==> src/rtl/cpu_pkg.sv <==
// Shared encodings for the SlimProc instruction sequencer.
package cpu_pkg;

  localparam int unsigned STATE_W  = 3;
  localparam int unsigned PC_SEL_W = 2;

  typedef enum logic [STATE_W-1:0] {
    S_FETCH     = 3'd0,
    S_DECODE    = 3'd1,
    S_EXECUTE   = 3'd2,
    S_MEMORY    = 3'd3,
    S_WRITEBACK = 3'd4,
    S_INTERRUPT = 3'd5,
    S_FAULT     = 3'd6,
    S_ILLEGAL   = 3'd7
  } state_t;

  typedef enum logic [PC_SEL_W-1:0] {
    PC_INC    = 2'b00,
    PC_TARGET = 2'b01,
    PC_VECTOR = 2'b10
  } pc_sel_t;

  // One cycle worth of sequencer strobes, before reset gating.
  typedef struct packed {
    logic                fetch_req;
    logic                ir_load;
    logic                alu_enable;
    logic                dmem_read;
    logic                dmem_write;
    logic                reg_write_en;
    logic                pc_write;
    logic [PC_SEL_W-1:0] pc_sel;
    logic                int_ack;
    logic                fault;
  } strobe_t;

endpackage

==> src/rtl/cpu_wait_timer.sv <==
// Memory-ready wait counter; flags the last allowed wait cycle so the FSM can fault.
module cpu_wait_timer #(
  parameter int unsigned MEM_TIMEOUT = 15,
  parameter int unsigned CNT_W       = 4
) (
  input  logic clk,
  input  logic reset,
  input  logic active,
  input  logic ready,
  output logic timeout_c
);

  localparam logic [CNT_W-1:0] LAST_WAIT = CNT_W'((MEM_TIMEOUT == 0) ? 0 : MEM_TIMEOUT - 1);
  localparam logic             TIMEOUT_ON = (MEM_TIMEOUT != 0);

  logic [CNT_W-1:0] wait_cnt;

  // Counts consecutive waiting cycles; any ready or leaving a wait state restarts it.
  always_ff @(posedge clk or posedge reset) begin
    if (reset) begin
      wait_cnt <= '0;
    end else if (!active || ready) begin
      wait_cnt <= '0;
    end else begin
      wait_cnt <= wait_cnt + CNT_W'(1);
    end
  end

  assign timeout_c = TIMEOUT_ON & active & ~ready & (wait_cnt == LAST_WAIT);

endmodule

==> src/rtl/cpu_sequencer.sv <==
// Multi-cycle fetch/decode/execute/memory/writeback sequencer with interrupt entry and bus timeout.
module cpu_sequencer
  import cpu_pkg::*;
#(
  parameter int unsigned MEM_TIMEOUT = 15,
  parameter int unsigned CNT_W       = 4
) (
  input  logic                clk,
  input  logic                reset,
  input  logic                interrupt,
  input  logic                imem_ready,
  input  logic                dmem_ready,
  input  logic                cu_mem_read,
  input  logic                cu_mem_write,
  input  logic                cu_reg_write,
  input  logic                cu_jump,
  input  logic                cu_branch_taken,
  input  logic                cu_reti,
  output logic                fetch_req,
  output logic                ir_load,
  output logic                alu_enable,
  output logic                dmem_read,
  output logic                dmem_write,
  output logic                reg_write_en,
  output logic                pc_write,
  output logic [PC_SEL_W-1:0] pc_sel,
  output logic                int_ack,
  output logic                fault,
  output logic [STATE_W-1:0]  state
);

  state_t  state_q;
  state_t  state_d;
  logic    int_pending;
  logic    irq_en;
  logic    irq_en_d;
  logic    retire;
  logic    wait_active;
  logic    wait_ready;
  logic    timeout_c;
  strobe_t str;

  assign wait_active = (state_q == S_FETCH) || (state_q == S_MEMORY);
  assign wait_ready  = (state_q == S_FETCH) ? imem_ready : dmem_ready;

  cpu_wait_timer #(
    .MEM_TIMEOUT (MEM_TIMEOUT),
    .CNT_W       (CNT_W)
  ) u_wait_timer (
    .clk       (clk),
    .reset     (reset),
    .active    (wait_active),
    .ready     (wait_ready),
    .timeout_c (timeout_c)
  );

  always_ff @(posedge clk or posedge reset) begin
    if (reset) begin
      state_q <= S_FETCH;
      irq_en  <= 1'b1;
    end else begin
      state_q <= state_d;
      irq_en  <= irq_en_d;
    end
  end

  // A new request in the acknowledge cycle must survive the clear.
  always_ff @(posedge clk or posedge reset) begin
    if (reset) begin
      int_pending <= 1'b0;
    end else if (interrupt) begin
      int_pending <= 1'b1;
    end else if (state_q == S_INTERRUPT) begin
      int_pending <= 1'b0;
    end
  end

  always_comb begin
    str      = '0;
    state_d  = state_q;
    irq_en_d = irq_en;
    retire   = 1'b0;

    case (state_q)
      S_FETCH: begin
        str.fetch_req = 1'b1;
        if (imem_ready) begin
          str.ir_load = 1'b1;
          state_d     = S_DECODE;
        end else if (timeout_c) begin
          state_d = S_FAULT;
        end
      end
      S_DECODE: state_d = S_EXECUTE;
      S_EXECUTE: begin
        str.alu_enable = 1'b1;
        if (cu_mem_read || cu_mem_write) begin
          state_d = S_MEMORY;
        end else if (cu_reg_write) begin
          state_d = S_WRITEBACK;
        end else begin
          retire = 1'b1;
        end
      end
      S_MEMORY: begin
        str.dmem_write = cu_mem_write;
        str.dmem_read  = ~cu_mem_write;
        if (dmem_ready) begin
          if (cu_reg_write) begin
            state_d = S_WRITEBACK;
          end else begin
            retire = 1'b1;
          end
        end else if (timeout_c) begin
          state_d = S_FAULT;
        end
      end
      S_WRITEBACK: begin
        str.reg_write_en = 1'b1;
        retire           = 1'b1;
      end
      S_INTERRUPT: begin
        str.pc_write = 1'b1;
        str.pc_sel   = PC_VECTOR;
        str.int_ack  = 1'b1;
        irq_en_d     = 1'b0;
        state_d      = S_FETCH;
      end
      S_FAULT: str.fault = 1'b1;
      default: state_d = S_FETCH;
    endcase

    // Instruction boundary: update PC and decide whether to enter the handler.
    if (retire) begin
      str.pc_write = 1'b1;
      str.pc_sel   = (cu_jump || cu_branch_taken) ? PC_TARGET : PC_INC;
      if (cu_reti) begin
        irq_en_d = 1'b1;
      end
      state_d = (int_pending && irq_en_d) ? S_INTERRUPT : S_FETCH;
    end
  end

  assign fetch_req    = str.fetch_req    & ~reset;
  assign ir_load      = str.ir_load      & ~reset;
  assign alu_enable   = str.alu_enable   & ~reset;
  assign dmem_read    = str.dmem_read    & ~reset;
  assign dmem_write   = str.dmem_write   & ~reset;
  assign reg_write_en = str.reg_write_en & ~reset;
  assign pc_write     = str.pc_write     & ~reset;
  assign pc_sel       = reset ? PC_INC : str.pc_sel;
  assign int_ack      = str.int_ack      & ~reset;
  assign fault        = str.fault        & ~reset;
  assign state        = state_q;

endmodule

==> config.mk <==
export PLATFORM = sky130hd
export DESIGN_NAME = cpu_sequencer
export DESIGN_NICKNAME = d
export VERILOG_FILES = /design/src/rtl/cpu_pkg.sv /design/src/rtl/cpu_wait_timer.sv /design/src/rtl/cpu_sequencer.sv
export SDC_FILE = /design/constraint.sdc
export NUM_CORES = 1
export LEC_CHECK = 0
export BUFFER_PORTS_ARGS = -buffer_cell sky130_fd_sc_hd__buf_4
export CAP_MARGIN = 0
export CORE_MARGIN = 2
export CORE_UTILIZATION = 48
export DETAILED_ROUTE_END_ITERATION = 8
export GPL_TIMING_DRIVEN = 1
export PLACE_DENSITY = 0.78
export SLEW_MARGIN = 20
export SYNTH_ARGS = -nofsm -noshare
export SYNTH_HDL_FRONTEND = slang
export SYNTH_SLANG_ARGS = --single-unit
export TNS_END_PERCENT = 30
==> constraint.sdc <==
create_clock -name clk -period 4.8 [get_ports clk]
set_clock_uncertainty 0.2 [all_clocks]
set_input_delay 0.96 -clock clk [delete_from_list [all_inputs] [get_ports clk]]
set_output_delay 0.96 -clock clk [all_outputs]
set_load 0.01 [all_outputs]
Yosys cells after proc, flatten, opt, wreduce, memory -nomap -nowiden

Index checks and enable logic that the tools add are counted.

Bitwise logic cells: 14
Reduce and logical (&&, ||, !) cells: 9
Mux-type cells: 30
Equality and inequality tests: 8
$add $sub $neg: 1

Operators with widths:

| operator              | count |
|---|---|
| $mux W3               | 8 |
| $mux W1               | 15 |
| $pmux W3 S5           | 1 |
| $and A1 B1 Y1         | 11 |
| $eq A3 B3 Y1 const B  | 3 |
| $mux W4               | 2 |
| $eq A3 B2 Y1 const B  | 2 |
| $mux W2               | 3 |
| $add A4 B1 Y4 const B | 1 |
| $eq A4 B4 Y1 const B  | 1 |
| $logic_or A1 B1 Y1    | 4 |
| $eq A3 B1 Y1 const B  | 1 |
| $logic_not A3 Y1      | 1 |
| $not A1 Y1            | 3 |
| $pmux W1 S3           | 1 |
| $ne A2 B1 Y1 const B  | 1 |
| $reduce_bool A2 Y1    | 1 |
| $reduce_or A2 Y1      | 1 |
| $logic_and A1 B1 Y1   | 1 |
| $logic_not A1 Y1      | 1 |

Output and inout bits: 14
Input port bits: 11
Register bits: 9

Logic depth before layout (Yosys ltp)

Depth in word-level cells: 9
Mapped depth: 6

Cells and area by module

Synthesis repeated with hierarchy kept, for this count alone.

Cell total of the unflattened synthesis: 83
Area total of the unflattened synthesis: 704.4 sq um

Modules (own cells, without submodules):

| module         | times used | area an instance (sq um) | cells an instance | sequential area each (sq um) |
|---|---|---|---|---|
| cpu_sequencer  | 1          | 504.2                    | 64                | 126.4 |
| cpu_wait_timer | 1          | 200.2                    | 19                | 100.1 |

Worst setup path after synthesis

No wires, ideal clock.

Path type: input-to-output
From: in cu_mem_read
To: out pc_sel[0]
Required time: 3.640 ns
Buffers on the path: 0
Setup slack: 1.616 ns
Stages: 4
Arrival: 2.024 ns
Path through: or3_4 > a211oi_4 > a2bb2oi_1 > nor3_1

Cells in the longest elaborated chain, start to end: 5

Ends and longest elaborated chain:

| element            | RTL line             | source |
|---|---|---|
| from (decl)        | cpu_sequencer.sv:13  | `input logic cu_mem_read,` |
| $logic_or A1 B1 Y1 | cpu_sequencer.sv:97  | `if (cu_mem_read \|\| cu_mem_write) begin` |
| $mux W1            | cpu_sequencer.sv:97  |  |
| $pmux W1 S3        | cpu_sequencer.sv:84  | `case (state_q)` |
| $mux W3            | cpu_sequencer.sv:134 | `if (retire) begin` |
| $mux W2            | cpu_sequencer.sv:151 | `assign pc_sel = reset ? PC_INC : str.pc_sel;` |
| to (decl)          | cpu_sequencer.sv:26  | `output logic [PC_SEL_W-1:0] pc_sel,` |

Every way passes these cells.

Worst setup path after layout

Same ends and word-level chain as after synthesis.

==> flow_summary.ini <==
[status]
run_status = complete, no violations

[timing]
final_hold_viol_count = 0
rsz0062_at_grt = no
finalSetupViolations = 0
fin_crit_ps = 3390
tightest_slew_ps = 562
relSlewSlack = 0.626
drv_slew = 0
min_period_over_period = 0.705
timing.fmax_ghz = 0.295
tns_ps = 0

[min_path]
min_delay_path_depth = 2
worstHoldPathType = register to register

[setup_path]
critical_path_class = input port to output port
cp.arrival_ps = 2230
r2r_cells = 4
cpMaxStageDelayCell = or3_4
critPathLaunchType = input port
crit_path_cell_trace = buf_4, or3_4, a211oi_4, a2bb2oi_1, nor3_1, buf_4
slowest_delay_ps = 390
worst-path-stages = 6
cp_num_buf_inv = 2
end_kind = output port
cp_max_fo = 5
crit_required_ps = 3640
critPathMostFrequentCell = buf_4
path_delay_family = simple AND/OR/NAND/NOR gates

[die]
die-height_um = 41.4
core_area_mm2 = 0.00130
io_pins = 25
fp-row-count = 13
die_x_um = 41.4
start_util = 0.516
die_area_mm2 = 0.00172

[synth]
synthCells = 82
synth_nets = 95
ys_ff_latch = 9
avgSynthCellArea_um2 = 8.19
synth_area_leader_cell = dfrtp_1
ys_warn_count = 0
synth.distinct_cells = 35
synth-seq-area-share = 0.337
synthTopCellsByArea = dfrtp_1 30%, nor2_1 5.0%, dfstp_2 3.9%, a21oi_1 3.7%, ha_1 3.7%
synth_area_um2 = 672
synth.top_cell.area_share = 0.298

[cells_and_area]
post-route-cell-area_um2 = 870
fillers = 117
nets = 119
final_common_cell = buf_4
area_delta_synth_final_pct = 29.4
drive_gt1_frac = 0.286
diodes = 0
layout_common_cells = 24 x buf_4, 9 x nor2_1, 8 x dfrtp_1

[placement]
place.gp.congestion = 0.872
io_buffers = 24
dpl.hpwl_um = 1260
dpl_cell_area_um2 = 843

[drt]
ant_nets = 0
vias_per_cell = 5.74
drt-total-wl_um = 1640
drt-wirelength-per-cell_um = 13.6
route.detailed.drc = 0
firstDrtPassIters = 4
drt-initial-drc-count = 10
via_count = 689

[cts]
clk_path_buf_depth = 2
insertion_delay_ps = 260
cts_made_buffers = 3
cts_root_buf = clkbuf_4
htree_levels = 1
clkSlewWorstSetupHoldPaths_ps = 50
post-cts-setup-buffers = 0
post_cts_resized = 0
cts_tree = yes
clock-sinks = 9
cts_hold_buffers = 0

[global_routing]
grt_first_pass_wirelength_um = 2780
grt_remaining_overflow = 0
gr-usage-all-layers = 0.204
antenna_found_initial = 0
grt_pass1_vias = 651
grt_max_degree = 20

[power]
ir_worst_vdd_mv = 0.318
power_density_mw_per_mm2 = 520
p_leak_nw = 0.388

[job]
maxCapViolCount = 0
-- power by group --
part,switching [mW],internal (mW),total (mW)
clock,0.0254,0.0320,0.0573
combinational,0.120,0.112,0.232
sequential,0.0598,0.103,0.163
-- final timing paths --
kind	from	endpoint	slack, ps
max	cu_mem_read	pc_sel[0]	1410
min	irq_en	irq_en	280
max reg2reg	state[0]	state[2]	2690
min reg2reg	irq_en	irq_en	280
max in group asynchronous	reset	irq_en	3600
min in group asynchronous	reset	state[2]	510
-- synth_stat cells, drive strengths merged --
cell type and number:
clkbuf 3, nor2b 1, xnor2 1, and2 2, a22oi 2, a21o 2
nor2 9, o21ai 4, a2bb2oi 1, dfrtp 8, ha 2, dfstp 1
or3 3, inv 5, a21oi 5, a31oi 2, a211oi 1, buf 2
nand3b 2, nand3 4, nor4 4, o21bai 1, o211ai 1, a311o 1
xor2 1, o22ai 1, nand4b 1, nor3b 1, a311oi 1, nor3 3
nand2 5, clkinv 1, o211a 1
-- flip-flops by register name (all words and copies together) (netlist names) --
name,flops
int_pending,1
state,3
u_wait_timer.wait_cnt,4
irq_en,1
-- tightest hold or removal path, cell delays in order, from the launching register on --
cell     delay, ps
dfstp_2        370
inv_1           40
a22oi_1         60
-- cells by family (layout without fill, tap and decap cells) --
logic type                 count (synthesis)  in the layout  synth area share
adders and majority gates                  2              2            0.0372
AOI/OAI and AO/OA                         23             23             0.248
DFF                                        9              9             0.337
buffers and inverters                     11             34            0.0745
and+or+nand+nor                           35             35             0.277
xor gates and xnor gates                   2              2            0.0261
-- final cells by class --
cell class                 count  area (um^2)  share of cell area
clock buffer                   4         26.3              0.0302
inverter                       6         22.5              0.0259
multi-input combinational     62          395               0.455
sequential                     9          226               0.260
tap                           15         18.8              0.0216
timing repair buffer          24          180               0.207
-- per-stage QoR --
stage	utilization	hold WS (ps)	total power [mW]	setup slack, ps	instances
after CTS	0.668	283	0.455	1420	120
after floorplan	-	243	0.319	1620	82
after global placement	0.648	265	0.390	1440	116
after global routing	0.668	303	0.489	1330	120
final	0.668	279	0.452	1410	120
after detailed placement	0.648	275	0.394	1420	116
-- layer usage --
metal  vias to the layer above  part of all wire  track usage
met5                         -                 0            0
li1                        342                 -            -
met3                         4             0.051       0.0565
met2                        18              0.48        0.344
met4                         0             0.021       0.0839
met1                       325              0.45        0.242
No activity file was read; power rests on OpenSTA's default activity.
